$ cat config.mk
export PLATFORM = sky130hd
export DESIGN_NAME = jtag_tap_responder
export DESIGN_NICKNAME = d
export VERILOG_FILES = /design/src/rtl/jtag_tap_responder.sv
export SDC_FILE = /design/constraint.sdc
export NUM_CORES = 1
export LEC_CHECK = 0
export ABC_AREA = 1
export CORE_MARGIN = 2
export CORE_UTILIZATION = 25
export DETAILED_ROUTE_END_ITERATION = 8
export SLEW_MARGIN = 15
export SYNTH_ARGS = -nofsm -noshare
export SYNTH_HDL_FRONTEND = slang
export SYNTH_SLANG_ARGS = --single-unit
$ cat constraint.sdc
create_clock -name clk_i -period 2.74 [get_ports clk_i]
set_clock_uncertainty 0.15 [all_clocks]
set_input_delay 0.548 -clock clk_i [delete_from_list [all_inputs] [get_ports clk_i]]
set_output_delay 0.548 -clock clk_i [all_outputs]
set_load 0.005 [all_outputs]
$ cat src/rtl/jtag_tap_responder.sv
`timescale 1ns/1ps
`default_nettype none
// ============================================================================
//  Module      : jtag_tap_responder
//  Description : Oversampled IEEE 1149.1 TAP target running in the system
//                clock domain. TCK/TMS/TDI/TRST are synchronised and
//                edge-detected. The block provides a 5-bit IR and IDCODE,
//                BYPASS and USER data registers. The USER register has
//                capture and update handshakes to on-chip logic.
//  Revision    : 1.0 - initial release
// ============================================================================
module jtag_tap_responder #(
    parameter int                     IR_WIDTH     = 5,
    parameter int                     DR_WIDTH     = 41,
    parameter logic [31:0]            IDCODE_VALUE = 32'h249511C3,
    parameter logic [IR_WIDTH-1:0]    USER_IR      = 5'h11
) (
    input  logic                clk_i,
    input  logic                rst_i,
    input  logic                tck_i,
    input  logic                tms_i,
    input  logic                tdi_i,
    input  logic                trst_ni,
    output logic                tdo_o,
    output logic                tdo_oe_o,
    output logic [IR_WIDTH-1:0] ir_o,
    output logic [3:0]          tap_state_o,
    output logic                dr_capture_o,
    input  logic [DR_WIDTH-1:0] dr_capture_data_i,
    output logic                dr_update_valid_o,
    output logic [DR_WIDTH-1:0] dr_update_data_o
);

    // TAP state encoding
    localparam logic [3:0] c_st_tlr      = 4'd0;
    localparam logic [3:0] c_st_rti      = 4'd1;
    localparam logic [3:0] c_st_sel_dr   = 4'd2;
    localparam logic [3:0] c_st_cap_dr   = 4'd3;
    localparam logic [3:0] c_st_sh_dr    = 4'd4;
    localparam logic [3:0] c_st_ex1_dr   = 4'd5;
    localparam logic [3:0] c_st_pause_dr = 4'd6;
    localparam logic [3:0] c_st_ex2_dr   = 4'd7;
    localparam logic [3:0] c_st_upd_dr   = 4'd8;
    localparam logic [3:0] c_st_sel_ir   = 4'd9;
    localparam logic [3:0] c_st_cap_ir   = 4'd10;
    localparam logic [3:0] c_st_sh_ir    = 4'd11;
    localparam logic [3:0] c_st_ex1_ir   = 4'd12;
    localparam logic [3:0] c_st_pause_ir = 4'd13;
    localparam logic [3:0] c_st_ex2_ir   = 4'd14;
    localparam logic [3:0] c_st_upd_ir   = 4'd15;

    // Fixed IR capture pattern and the IDCODE opcode (also the reset opcode)
    localparam logic [IR_WIDTH-1:0] c_ir_capture = IR_WIDTH'(5'b00101);
    localparam logic [IR_WIDTH-1:0] c_ir_idcode  = IR_WIDTH'(5'h01);
    // IEEE 1149.1 requires the IDCODE LSB to read as 1
    localparam logic [31:0]         c_idcode     = {IDCODE_VALUE[31:1], 1'b1};

    // Synchroniser and edge-detect stages
    logic r_tck_meta, r_tck_sync, r_tck_dly;
    logic r_tms_meta, r_tms_sync;
    logic r_tdi_meta, r_tdi_sync;
    logic r_trst_meta, r_trst_sync;

    // TAP state and registers
    logic [3:0]          r_state;
    logic [IR_WIDTH-1:0] r_ir_sr;
    logic [IR_WIDTH-1:0] r_ir;
    logic                r_dr_bypass;
    logic [31:0]         r_dr_idcode;
    logic [DR_WIDTH-1:0] r_dr_user;
    logic                r_tdo;
    logic                r_tdo_oe;
    logic                r_capture;
    logic                r_update_valid;
    logic [DR_WIDTH-1:0] r_update_data;

    // Combinational helpers
    logic       w_tck_rise;
    logic       w_tck_fall;
    logic       w_trst;
    logic [3:0] w_next_state;
    logic       w_sel_idcode;
    logic       w_sel_user;
    logic       w_dr_lsb;

    // Two-flop synchronisers for all pins plus the TCK edge-detect flop
    always_ff @(posedge clk_i) begin
        if (rst_i) begin
            r_tck_meta  <= 1'b0;
            r_tck_sync  <= 1'b0;
            r_tck_dly   <= 1'b0;
            r_tms_meta  <= 1'b0;
            r_tms_sync  <= 1'b0;
            r_tdi_meta  <= 1'b0;
            r_tdi_sync  <= 1'b0;
            r_trst_meta <= 1'b1;
            r_trst_sync <= 1'b1;
        end else begin
            r_tck_meta  <= tck_i;
            r_tck_sync  <= r_tck_meta;
            r_tck_dly   <= r_tck_sync;
            r_tms_meta  <= tms_i;
            r_tms_sync  <= r_tms_meta;
            r_tdi_meta  <= tdi_i;
            r_tdi_sync  <= r_tdi_meta;
            r_trst_meta <= trst_ni;
            r_trst_sync <= r_trst_meta;
        end
    end

    // TMS/TDI are taken from the same stage that produces the TCK edge strobe
    assign w_tck_rise = r_tck_sync & ~r_tck_dly;
    assign w_tck_fall = ~r_tck_sync & r_tck_dly;
    assign w_trst     = ~r_trst_sync;

    // IEEE 1149.1 next-state table driven by the synchronised TMS
    always_comb begin
        w_next_state = r_state;
        case (r_state)
            c_st_tlr:      w_next_state = r_tms_sync ? c_st_tlr      : c_st_rti;
            c_st_rti:      w_next_state = r_tms_sync ? c_st_sel_dr   : c_st_rti;
            c_st_sel_dr:   w_next_state = r_tms_sync ? c_st_sel_ir   : c_st_cap_dr;
            c_st_cap_dr:   w_next_state = r_tms_sync ? c_st_ex1_dr   : c_st_sh_dr;
            c_st_sh_dr:    w_next_state = r_tms_sync ? c_st_ex1_dr   : c_st_sh_dr;
            c_st_ex1_dr:   w_next_state = r_tms_sync ? c_st_upd_dr   : c_st_pause_dr;
            c_st_pause_dr: w_next_state = r_tms_sync ? c_st_ex2_dr   : c_st_pause_dr;
            c_st_ex2_dr:   w_next_state = r_tms_sync ? c_st_upd_dr   : c_st_sh_dr;
            c_st_upd_dr:   w_next_state = r_tms_sync ? c_st_sel_dr   : c_st_rti;
            c_st_sel_ir:   w_next_state = r_tms_sync ? c_st_tlr      : c_st_cap_ir;
            c_st_cap_ir:   w_next_state = r_tms_sync ? c_st_ex1_ir   : c_st_sh_ir;
            c_st_sh_ir:    w_next_state = r_tms_sync ? c_st_ex1_ir   : c_st_sh_ir;
            c_st_ex1_ir:   w_next_state = r_tms_sync ? c_st_upd_ir   : c_st_pause_ir;
            c_st_pause_ir: w_next_state = r_tms_sync ? c_st_ex2_ir   : c_st_pause_ir;
            c_st_ex2_ir:   w_next_state = r_tms_sync ? c_st_upd_ir   : c_st_sh_ir;
            c_st_upd_ir:   w_next_state = r_tms_sync ? c_st_sel_dr   : c_st_rti;
            default:       w_next_state = c_st_tlr;
        endcase
    end

    // Instruction decode: anything that is not IDCODE or USER selects BYPASS
    always_comb begin
        w_sel_idcode = (r_ir == c_ir_idcode);
        w_sel_user   = ~w_sel_idcode & (r_ir == USER_IR);
        if (w_sel_idcode) begin
            w_dr_lsb = r_dr_idcode[0];
        end else if (w_sel_user) begin
            w_dr_lsb = r_dr_user[0];
        end else begin
            w_dr_lsb = r_dr_bypass;
        end
    end

    // TAP controller: rising-edge shift/capture, falling-edge TDO and update
    always_ff @(posedge clk_i) begin
        if (rst_i) begin
            r_state        <= c_st_tlr;
            r_ir_sr        <= '0;
            r_ir           <= c_ir_idcode;
            r_dr_bypass    <= 1'b0;
            r_dr_idcode    <= '0;
            r_dr_user      <= '0;
            r_tdo          <= 1'b0;
            r_tdo_oe       <= 1'b0;
            r_capture      <= 1'b0;
            r_update_valid <= 1'b0;
            r_update_data  <= '0;
        end else begin
            r_capture      <= 1'b0;
            r_update_valid <= 1'b0;

            // On-chip data is sampled in the cycle the capture strobe is high
            if (r_capture) begin
                r_dr_user <= dr_capture_data_i;
            end

            if (w_trst) begin
                // TRST abandons any shift in progress without an update
                r_state  <= c_st_tlr;
                r_ir     <= c_ir_idcode;
                r_tdo_oe <= 1'b0;
            end else if (w_tck_rise) begin
                case (r_state)
                    c_st_cap_ir: r_ir_sr <= c_ir_capture;
                    c_st_sh_ir:  r_ir_sr <= {r_tdi_sync, r_ir_sr[IR_WIDTH-1:1]};
                    c_st_cap_dr: begin
                        if (w_sel_idcode) begin
                            r_dr_idcode <= c_idcode;
                        end else if (w_sel_user) begin
                            r_capture <= 1'b1;
                        end else begin
                            r_dr_bypass <= 1'b0;
                        end
                    end
                    c_st_sh_dr: begin
                        if (w_sel_idcode) begin
                            r_dr_idcode <= {r_tdi_sync, r_dr_idcode[31:1]};
                        end else if (w_sel_user) begin
                            r_dr_user <= {r_tdi_sync, r_dr_user[DR_WIDTH-1:1]};
                        end else begin
                            r_dr_bypass <= r_tdi_sync;
                        end
                    end
                    default: ;
                endcase
                r_state <= w_next_state;
                if (w_next_state == c_st_tlr) begin
                    r_ir     <= c_ir_idcode;
                    r_tdo_oe <= 1'b0;
                end
            end else if (w_tck_fall) begin
                if (r_state == c_st_sh_ir) begin
                    r_tdo <= r_ir_sr[0];
                end else if (r_state == c_st_sh_dr) begin
                    r_tdo <= w_dr_lsb;
                end
                r_tdo_oe <= (r_state == c_st_sh_ir) || (r_state == c_st_sh_dr);
                if (r_state == c_st_upd_ir) begin
                    r_ir <= r_ir_sr;
                end
                if ((r_state == c_st_upd_dr) && (r_ir == USER_IR)) begin
                    r_update_data  <= r_dr_user;
                    r_update_valid <= 1'b1;
                end
            end
        end
    end

    assign tdo_o             = r_tdo;
    assign tdo_oe_o          = r_tdo_oe;
    assign ir_o              = r_ir;
    assign tap_state_o       = r_state;
    assign dr_capture_o      = r_capture;
    assign dr_update_valid_o = r_update_valid;
    assign dr_update_data_o  = r_update_data;

endmodule
`default_nettype wire

# Yosys cells after proc, flatten, opt, wreduce, memory -nomap -nowiden
# Index checks and enable logic that the tools add are counted.
[totals]
register_bits = 142
in_bits = 47
output_inout_bits = 54
word_cells = 117
[op_classes]
n_eq_ne = 24
muxes = 41
n_bitwise = 10
n_reduce_logical = 22
[op_table]
columns = ["op", "count"]
rows = [
  ["two-way mux 41 bit", 6],
  ["two-way mux 32 bit", 2],
  ["case mux 32 bit (2 select lines)", 1],
  ["case mux 4 bit (12 select lines)", 1],
  ["== test 4 bit, second input constant", 8],
  ["two-way mux 5 bit", 4],
  ["== test 4 x 3 -> 1 bit, second input constant", 4],
  ["two-way mux 1 bit", 16],
  ["two-way mux 4 bit", 4],
  ["inequality test 2 bit, second input constant", 6],
  ["case mux 5 bit (2 select lines)", 1],
  ["nonzero test 2 bit", 5],
  ["== test 4 x 2 -> 1 bit, second input constant", 2],
  ["logical NOT 4 bit", 2],
  ["AND reduction 4 bit", 2],
  ["NOT 1 bit", 7],
  ["AND reduction 7 bit", 1],
  ["two-way mux 2 bit", 3],
  ["two-way mux 3 bit", 2],
  ["AND reduction 3 bit", 2],
  ["OR reduction 2 bit", 3],
  ["== test 5 x 1 -> 1 bit, second input constant", 1],
  ["== test 5 bit, second input constant", 1],
  ["AND reduction 5 bit", 1],
  ["10 further kinds", 12],
]

# Logic depth before layout (Yosys ltp)
# Gate-level depths: netlist of run 1.
[depth]
ltp_word = 8
ltp_mapped = 14

# Worst setup path after synthesis of run 1
# Ideal clock, no wire load.
[synth_timing]
path_type = "flip-flop to flip-flop"
startpoint = "register r_tck_dly"
endpoint = "register r_update_data[40] (netlist: dr_update_data_o[40])"
setup_ns = 0.120
t_arrival_ns = 1.595
required_time_ns = 2.470
path_slack_ns = 0.875
path_stages_with_launch = 9
n_path_buf = 1
period_less_slack_ns = 1.865
cell_sequence = "dfxtp_1 inv_1 ha_1 inv_1 nand2_1 or3_4 nor2_8 buf_4 a21oi_1"
[synth_between]
elab_chain_len = 4
word_cells_on_any_way = 5
[synth_lines]
columns = ["element", "line_no", "text"]
rows = [
  ["start: declaration", "59", "logic r_tck_meta, r_tck_sync, r_tck_dly;"],
  ["start signal: assignment", "101", "r_tck_dly <= r_tck_sync;"],
  ["NOT 1 bit", "112", "assign w_tck_rise = r_tck_sync & ~r_tck_dly;"],
  ["bitwise AND 1 bit", "112", ""],
  ["via w_tck_rise", "78", "logic w_tck_rise;"],
  ["NOT 1 bit (no line)", "--", ""],
  ["AND reduction 4 bit (no line)", "--", ""],
  ["end signal: assignment", "221", "r_update_data <= r_dr_user;"],
  ["end: declaration", "75", "logic [DR_WIDTH-1:0] r_update_data;"],
]
# The timed path passes the listed nets, and every way through them passes these cells.
# A chain may end at the register's enable or synchronous reset.

# Worst setup path in the final report of run 1
[layout_timing]
startpoint = "register r_tck_dly"
endpoint = "register r_update_data[7] (netlist: dr_update_data_o[7])"
# Same word-level chain as after synthesis.

==> results of run 1 <==
area by class of cell:
cell class                 count  share of cell area
clock inverter                11              0.0214
timing repair buffer         115               0.149
clock buffer                  20              0.0573
inverter                      79              0.0381
sequential                   142               0.365
multi-input combinational    480               0.318
tap                          319              0.0512
cell usage after synthesis, types with 3 or more instances:
cell	number	area share
buf_6	4	0.0077
dfxtp_1	142	0.48
o21ai_0	91	0.078
nor2_1	35	0.022
nand3_1	20	0.017
a21oi_2	39	0.058
a211oi_1	7	0.0089
a31oi_1	8	0.0085
buf_4	6	0.0077
nand2_1	124	0.079
buf_2	13	0.011
clkbuf_1	24	0.015
inv_1	74	0.047
nand2_2	3	0.0032
o21ai_1	39	0.033
nor3_1	20	0.017
inv_2	4	0.0026
a21oi_1	75	0.064
worst paths after layout:
| path | end | slack, ns | depth (start not counted) |
|---|---|---|---|
| setup / recovery | dr_update_data_o[7]$_SDFFE_PP0P_ | 0.40 | 9 |
| hold reg to reg | r_tms_sync$_SDFF_PP0_ | 0.25 | 2 |
| hold / removal | r_tms_sync$_SDFF_PP0_ | 0.25 | 2 |
| setup reg to reg | dr_update_data_o[7]$_SDFFE_PP0P_ | 0.40 | 9 |
registers in the layout, summed over array words and instances, names as in the netlist, 4 cells and up:
register / count
tap_state_o: 4
r_ir_sr: 5
r_dr_user: 41
dr_update_data_o: 41
ir_o: 5
r_dr_idcode: 32
tightest hold or removal path: stages (launching register included):
cell	delay (ns)
dfxtp_1	0.29
inv_1	0.04
nor2_1	0.03
stage by stage:
stage	utilization	hold slack (ns)
after floorplan	-	0.238
after detailed placement	0.309	0.244
after global placement	0.309	0.241
after CTS	0.335	0.252
final	0.335	0.250
after global routing	0.335	0.294
power by group:
part	total [W]	internal (W)	switching, W
combinational	0.000182	0.0000916	0.0000908
clock	0.00239	0.00154	0.000856
sequential	0.00209	0.00208	0.0000115
routing by layer:
metal  global-route usage  vias up  wire (µm)
met2                0.176      126       6300
met3               0.0463       23        946
met4               0.0429        0        291
li1                     -     2672          -
met5                    0        -          0
met1                0.162     2356       6990
cells in the final DEF (no fill, tap or decap), types with 20 or more instances in the layout:
master             n
dfxtp_1          141
nor2_1            35
nor3_1            20
inv_1             73
nand3_1           20
clkdlybuf4s50_1   99
a21oi_2           39
o21ai_1           39
a21oi_1           75
o21ai_0           91
nand2_1          124
cells by family (layout without fill, tap and decap cells):
logic type / Yosys count / count (layout)
simple gates: 215 / 215
fa+ha+maj: 2 / 2
compound gates: 263 / 263
buf+inv: 128 / 225
flops: 142 / 142
==> flow_summary_export.csv, run 1 <==
group,metric,value,unit
worst_hold_path,hold_class,"register to register",
drt,drcViolationCount,0,
layout,regArea,2840,µm²
setup_path,critical_path_arrival,2.54,ns
synthesis,synthCells,750,
placed_design,detailed_place.area,7180,µm²
global_route,antenna_found_initial,0,
synthesis,synth_nets,799,
timing,worstMarginPinSlew,0.746,ns
synthesis,ys_types,34,
clock_network,cts_buffer_depth,2,
setup_path,cp_top_family,"simple AND/OR/NAND/NOR gates",
layout,design_area,7790,µm²
global_route,grt_pass1_wl,24000,µm
clock_network,clk_latency,0.41,ns
layout,n_fill_cell,2516,
drt,vias,5177,
timing,rsz0062_at_grt,"no",
global_route,grt_use_total,0.121,
clock_network,cts-root-buf,"clkbuf_16",
setup_path,r2r-start,"r_tck_dly$_SDFF_PP0_",
global_route,grt_pass1_vias,4764,
drt,drtPass1Iterations,5,
setup_path,cp_data_required_time,2.94,ns
drt,drt_iter0_markers,298,
placed_design,io_buffers,100,
clock_network,clock_sinks,142,
synthesis,synth_compound_area_frac,0.257,
drt,wl_per_cell,12.5,µm
placed_design,dpl.cell_count,1135,
floorplan,die_width,157,µm
synthesis,synth_top_family_by_area,"compound AO/OA/AOI/OAI gates",
timing,relSlewSlack,0.502,
synthesis,synth_adder_area_share,0.00426,
floorplan,core_area,23300,µm²
timing,timing.final.crit_share,0.854,
power_and_ir_drop,peakVddDrop,0.000428,V
drt,via_per_inst,4.44,
power_and_ir_drop,p_per_area,598,nW/µm²
layout,diodes,0,
timing,setup_violations,0,
setup_path,start_kind,"register",
layout,layout.nets,884,
setup_path,cp-startpoint,"r_tck_dly$_SDFF_PP0_",
timing,fin_crit,2.34,ns
floorplan,io_pins,101,
power_and_ir_drop,total_power,0.00466,W
synthesis,ys_ff_latch,142,
floorplan,die_area,24700,µm²
layout,drive_above_1_share,0.124,
timing,slew_viol_final,0,
clock_network,cts_hold_buf,0,
global_route,grt_max_degree,83,
synthesis,ys_seq_area_frac,0.484,
floorplan,fp-row-count,56,
synthesis,yosysWarningCount,0,
clock_network,tritoncts.num_buffers,17,
timing,finalSetupTns,0,ns
power_and_ir_drop,p_leak,2.74,nW
setup_path,critPathCaptureType,"register",
timing,timing.fmax,427,MHz
timing,hold_viol_final,0,
synthesis,synth_xor_area_frac,0,
setup_path,crit_chain,"inv_1 -> ha_1 -> inv_1 -> nand2_1 -> or3_4 -> nor2_8 -> buf_12 -> o21ai_1 -> a21oi_2",
setup_path,slowest_stage,"or3_4",
drt,postRouteAntennaNets,0,
setup_path,crit_buf_inv,3,
synthesis,syn_area,5870,µm²
setup_path,max_stage_delay,0.43,ns
worst_hold_path,min_from,"r_tms_meta$_SDFF_PP0_",
setup_path,crit_top_cell,"inv_1",
floorplan,initial_core_util,0.252,
clock_network,clk_pin_slew,0.05,ns
placed_design,dp_hpwl,9660,µm
placed_design,place_ws,0.437,ns
setup_path,worstPathMaxFanout,44,
synthesis,async_flop_share,0,
placed_design,place_congestion,0.870,
floorplan,die_h,157,µm
clock_network,htree_levels,4,
synthesis,muxShareOfSynthArea,0,
global_route,grt_overflow,0,
clock_network,cts_tree,"done",
setup_path,path_class,"register to register",
drt,drt-total-wl,14500,µm
clock_network,cts.repair.resized,0,
synthesis,yosys.area_share.simple,0.161,
layout,areaGrowthSynthToFinish,32.7,%
timing,fin_ws,0.399,ns
synthesis,synth_edf_count,0,
outcome,status,"finished, final reports clean",
layout,multi_input_area,2480,µm²
layout,layout.cells.non_filler,1166,
synthesis,synth-main-ff-cell,"dfxtp_1",
flow_run,maxCapViolCount,0,
synthesis,syn_area_per_cell,7.83,µm²
clock_network,post_cts_buffers,0,
(Power assumes the default switching activity.)
==> run 2, diff against run 1 <==
--- a/config.mk
+++ b/config.mk
@@ -8,6 +8,7 @@
 export ABC_AREA = 1
 export CORE_MARGIN = 2
 export CORE_UTILIZATION = 25
+export CTS_CLUSTER_DIAMETER = 80
 export DETAILED_ROUTE_END_ITERATION = 8
 export SLEW_MARGIN = 15
 export SYNTH_ARGS = -nofsm -noshare
==> results of run 2 <==
Final layout, timing and power as in run 1 (identical DEF).
